File: src/rtl/cordic_frame_sched.sv
// cordic_frame_sched: shares one iterative CORDIC core across N_CH channels.
// A rising edge of frame_pulse snapshots every channel's operands. The
// channels are then issued to the core one at a time. Each completion is
// returned as a tagged result. Core timeouts and frame overruns are flagged
// sticky until reset.
module cordic_frame_sched #(
  parameter  int N_CH    = 4,
  parameter  int DW      = 16,
  parameter  int TIMEOUT = 64,
  localparam int CW      = $clog2(N_CH)
) (
  input  logic                 clk,
  input  logic                 rst,
  input  logic                 frame_pulse,
  input  logic [N_CH*DW-1:0]   ch_x,
  input  logic [N_CH*DW-1:0]   ch_y,
  output logic                 cordic_start,
  output logic [DW-1:0]        cordic_x,
  output logic [DW-1:0]        cordic_y,
  input  logic                 cordic_done,
  input  logic [DW-1:0]        cordic_phase,
  input  logic [DW-1:0]        cordic_mag,
  output logic                 res_valid,
  output logic [CW-1:0]        res_ch,
  output logic [DW-1:0]        res_phase,
  output logic [DW-1:0]        res_mag,
  output logic                 frame_done,
  output logic                 busy,
  output logic                 err_timeout,
  output logic                 overrun
);

  localparam int TW = $clog2(TIMEOUT);
  localparam logic [TW-1:0] CNT_MAX = TW'(TIMEOUT - 1);
  localparam logic [CW-1:0] LAST_CH = CW'(N_CH - 1);

  typedef enum logic [1:0] {IDLE, START, WAIT} state_t;

  state_t                   state;
  logic                     fp_q;
  logic                     adv;      // result cycle; next channel issues after it
  logic [CW-1:0]            ch_idx;
  logic [TW-1:0]            cnt;
  logic [N_CH-1:0][DW-1:0]  snap_x;
  logic [N_CH-1:0][DW-1:0]  snap_y;
  logic                     rise;

  assign rise = frame_pulse & ~fp_q;

  // Frame sequencer: snapshot, issue each channel, collect result or timeout.
  always_ff @(posedge clk or negedge rst) begin
    if (!rst) begin
      state        <= IDLE;
      fp_q         <= 1'b0;
      adv          <= 1'b0;
      ch_idx       <= '0;
      cnt          <= '0;
      snap_x       <= '0;
      snap_y       <= '0;
      cordic_start <= 1'b0;
      cordic_x     <= '0;
      cordic_y     <= '0;
      res_valid    <= 1'b0;
      res_ch       <= '0;
      res_phase    <= '0;
      res_mag      <= '0;
      frame_done   <= 1'b0;
      busy         <= 1'b0;
      err_timeout  <= 1'b0;
      overrun      <= 1'b0;
    end else begin
      fp_q         <= frame_pulse;
      cordic_start <= 1'b0;
      res_valid    <= 1'b0;
      frame_done   <= 1'b0;
      // busy is still high in the frame_done cycle, so a rise there is an overrun
      if (rise && busy) overrun <= 1'b1;
      case (state)
        IDLE: begin
          busy <= 1'b0;
          if (rise && !busy) begin
            snap_x       <= ch_x;
            snap_y       <= ch_y;
            ch_idx       <= '0;
            busy         <= 1'b1;
            // channel 0 issues straight from the live inputs (same as snapshot)
            cordic_start <= 1'b1;
            cordic_x     <= ch_x[DW-1:0];
            cordic_y     <= ch_y[DW-1:0];
            cnt          <= '0;
            state        <= START;
          end
        end
        START: begin
          // counter was cleared on entry, so the start cycle counts as cycle 0
          cnt   <= cnt + 1'b1;
          state <= WAIT;
        end
        WAIT: begin
          cnt <= cnt + 1'b1;
          if (adv) begin
            adv          <= 1'b0;
            cordic_start <= 1'b1;
            cordic_x     <= snap_x[ch_idx];
            cordic_y     <= snap_y[ch_idx];
            cnt          <= '0;
            state        <= START;
          end else if (cordic_done || cnt == CNT_MAX) begin
            // done wins over a coincident timeout
            if (cordic_done) begin
              res_valid <= 1'b1;
              res_ch    <= ch_idx;
              res_phase <= cordic_phase;
              res_mag   <= cordic_mag;
            end else begin
              err_timeout <= 1'b1;
            end
            if (ch_idx == LAST_CH) begin
              frame_done <= 1'b1;
              state      <= IDLE;
            end else begin
              ch_idx <= ch_idx + 1'b1;
              adv    <= 1'b1;
            end
          end
        end
        default: state <= IDLE;
      endcase
    end
  end

endmodule

File: config.mk
export PLATFORM = sky130hd
export DESIGN_NAME = cordic_frame_sched
export DESIGN_NICKNAME = d
export VERILOG_FILES = /design/src/rtl/cordic_frame_sched.sv
export SDC_FILE = /design/constraint.sdc
export NUM_CORES = 1
export LEC_CHECK = 0
export ABC_AREA = 0
export CAP_MARGIN = 40
export CORE_MARGIN = 2
export CORE_UTILIZATION = 40
export CTS_BUF_LIST = sky130_fd_sc_hd__clkbuf_16
export CTS_CLUSTER_SIZE = 14
export DETAILED_ROUTE_END_ITERATION = 7
export PLACE_DENSITY = 0.68
export SETUP_SLACK_MARGIN = 0.5
export SLEW_MARGIN = 20
export SYNTH_ARGS = -nofsm -noshare
export SYNTH_HDL_FRONTEND = slang
export SYNTH_SLANG_ARGS = --single-unit
File: constraint.sdc
create_clock -name clk -period 2.4 [get_ports clk]
set_input_delay 0.48 -clock clk [delete_from_list [all_inputs] [get_ports clk]]
set_output_delay 0.48 -clock clk [all_outputs]
set_load 0.01 [all_outputs]
==> flow_metrics.tcl <==
set metrics [dict create \
    end_kind "output port" \
    crit_slowest_cell "clkdlybuf4s50_1" \
    clockBufferDepth 3 \
    max_freq_ghz 0.535 \
    peakVddDrop_v 0.000630 \
    powerDensity_nw_per_um2 1230 \
    reg2reg_depth 6 \
    worstPathArrival_ns 1.39 \
    dieArea_sq_um 24100 \
    firstDrtPassIters 4 \
    clk_latency_ns 0.51 \
    p_sw_uw 4930 \
    fin_crit_sh_pct 77.9 \
    clk_root_buffer_cell "clkbuf_16" \
    yosys_warnings 0 \
    synth_top_cell_by_area "dfrtp_1" \
    final_max_slew_viol_count 0 \
    fill_cells 1755 \
    finalHoldViolations 0 \
    ant_nets 0 \
    drive_gt1_share_pct 32.5 \
    netlist_area_sq_um 9140 \
    path_class "reg2out" \
    cap_viol_max_count 0 \
    synth.avg_cell_area_sq_um 15.0 \
    numClockSinks 212 \
    drc 0 \
    grt_first_pass_wirelength_um 34800 \
    portBuffers 235 \
    synth_top_cells_by_area "dfrtp_1 (58%), mux2_2 (20%), mux4_2 (7.9%)" \
    cp_num_buf_inv 1 \
    drtIter0Drc 240 \
    syn_inst 608 \
    hpwl_um 15500 \
    utilization_pct 58.5 \
    cpPeakStageDelay_ns 0.54 \
    antennaDiodeCount 0 \
    outcome "finished clean" \
    grt_pass1_vias 6444 \
    wl_per_cell_um 19.5 \
    coreArea_sq_um 22600 \
    worstHoldPathType "in2reg" \
    yosysSeqAreaShare_pct 58.0 \
    cp_cell_sequence "clkdlybuf4s50_1" \
    crit_cells 1 \
    syn2layout_area_growth_pct 44.4 \
    synth.most_common_cell "dfrtp_1" \
    vias 6066 \
    syn_nets 779 \
    fin_skew_ns 0.00932 \
    viasPerCell 5.15 \
    synth_edf_count 0 \
    swShare_pct 30.3 \
    tightest_slew_ns 0.605 \
    cts_tree "done" \
    seqPwrFrac_pct 38.3 \
    htreeDepth 1 \
    rsz0062_at_grt "true" \
    pwr-share-comb_pct 39.6 \
    synth_common_cells "dfrtp_1 (212), mux2_2 (163), nor2_1 (39), a21oi_1 (36), mux2i_1 (33)" \
    holdPathStages 2 \
    pwr-share-clk_pct 22.1 \
    numCtsBuffers 24 \
    ys_seq_elements 212 \
    async_reset_ff_share_pct 100 \
    finalSetupViolations 0 \
    p_int_uw 11300 \
    power.total_uw 16300 \
    grt_use_total_pct 18.2 \
    layoutNonFillerInstCount 1178 \
    nets 1047 \
    cp_max_fo 2 \
    synth_ff_type "dfrtp_1" \
    setup_tns_ns 0 \
    synth_top_area_share_pct 58.0 \
    placed_cells 1119 \
    grt_max_degree 79 \
    antenna_found_initial 0 \
    synth_cell_types 38 \
    top_level_ports 236 \
    die_w_um 155 \
    design_area_sq_um 13200 \
    globalRouteOverflowTotal 0 \
    std_cell_rows 55 \
    wirelength_um 23000 \
    postPlaceCellArea_sq_um 12000 \
    clk_pin_slew_ns 0.06 \
    fp.dieH_um 155 \
    max_slew_margin_pct 59.7 \
    required_ns 1.92 \
    min_period_ns 1.87 \
    start_util_pct 40.5 \
    gp_congestion 0.773 \
    p_leak_uw 0.00580 \
    critPathTopFamily "buffers and inverters" \
    start_kind "flip-flop" \
]
==> cells by family (layout without fill, tap and decap cells) <==
kind of cell / after synthesis / after routing / synth area share (%)
multiplexers: 230 / 230 / 31.8
adder cells (fa/ha/maj): 7 / 7 / 0.958
AO/OA/AOI/OAI: 56 / 56 / 3.68
buffers and inverters: 44 / 329 / 2.53
AND/OR/NAND/NOR: 59 / 59 / 3.00
flip-flops: 212 / 212 / 58.0
==> sequential cells by signal, summed over array words and instances (netlist names) <==
| register | flops |
|---|---|
| snap_x | 64 |
| snap_y | 64 |
| cordic_x | 16 |
| cordic_y | 16 |
| res_mag | 16 |
| res_phase | 16 |
| cnt | 6 |
| ch_idx | 2 |
| res_ch | 2 |
| state | 2 |
| adv | 1 |
| busy | 1 |
| cordic_start | 1 |
| err_timeout | 1 |
| fp_q | 1 |
| frame_done | 1 |
| overrun | 1 |
| res_valid | 1 |
==> routing by layer <==
layer	global-route usage, %	share of wire (%)	up-vias
li1	-	-	2759
met1	22.9	42	3100
met4	4.15	1.6	0
met2	32.1	50	182
met3	4.23	6.4	25
met5	0	0	-
==> metrics by stage <==
stage / hold slack (ns) / setup WS (ns)
floorplan: 0.184 / 0.549
global placement: 0.451 / 0.0321
detailed placement: 0.467 / -0.0311
CTS: 0.481 / 0.469
global route: 0.248 / 0.475
finish: 0.242 / 0.529
==> power by group through the flow <==
stage | Sequential, uW | Combinational, uW | Clock (uW)
2_1_floorplan | 6270 | 3690 | 0
3_3_place_gp | 6150 | 6190 | 0
3_5_place_dp | 6290 | 6390 | 0
4_1_cts | 6230 | 6290 | 3690
5_1_grt | 6450 | 6960 | 3850
6_report | 6230 | 6440 | 3600
==> final cells by class <==
type                    count  area (sq um)  share of cell area [%]
clock buffers              25           626                    4.74
inverters                   8          30.0                   0.227
flip-flops and latches    212          5310                    40.2
clock inverters            18           154                    1.17
multi-input cells         352          3740                    28.3
repair buffers            278          2990                    22.7
well taps                 285           357                    2.70
==> cell usage in the layout (no fill, tap or decap), types with 2 or more instances in the layout <==
| cell | instances |
|---|---|
| dfrtp_1 | 208 |
| clkdlybuf4s50_1 | 173 |
| ha_1 | 5 |
| nor2b_1 | 2 |
| buf_4 | 20 |
| dlygate4sd2_1 | 34 |
| a22o_1 | 4 |
| mux2_1 | 2 |
| o21ai_0 | 4 |
| clkbuf_16 | 32 |
| inv_1 | 12 |
| dlymetal6s2s_1 | 27 |
| dfrtp_2 | 4 |
| a21oi_1 | 36 |
| nand2_1 | 4 |
| a31o_2 | 2 |
| clkinv_1 | 2 |
| a221o_1 | 2 |
| buf_6 | 3 |
| buf_12 | 12 |
| nor3_1 | 2 |
| nand3_1 | 2 |
| bufinv_16 | 3 |
| mux2i_1 | 33 |
| inv_2 | 3 |
| mux4_2 | 32 |
| mux2_4 | 24 |
| nor2_1 | 38 |
| clkinv_2 | 6 |
| mux2_2 | 139 |
| ha_4 | 2 |
==> what timing repair did <==
action | CTS | global route
hold buffers | 1 | 0
hold endpoints to repair | 71 | 0
pin swaps | 2 | 1
setup endpoints to repair | 168 | 163
buffers inserted | 3 | 4
cloned | 0 | 8
gates resized for setup | 39 | 58
==> worst paths after layout <==
kind                            slack, ns            to    startpoint
min in group asynchronous            0.56   cordic_y[5]           rst
worst min-delay path                 0.24          fp_q   frame_pulse
max in group asynchronous            1.15    snap_x[25]           rst
worst max-delay path                 0.53  cordic_y[12]  cordic_y[12]
worst max register to register       0.54    snap_y[14]          busy
worst min register to register       0.47       overrun       overrun
Power figures use the tool's default switching activity.
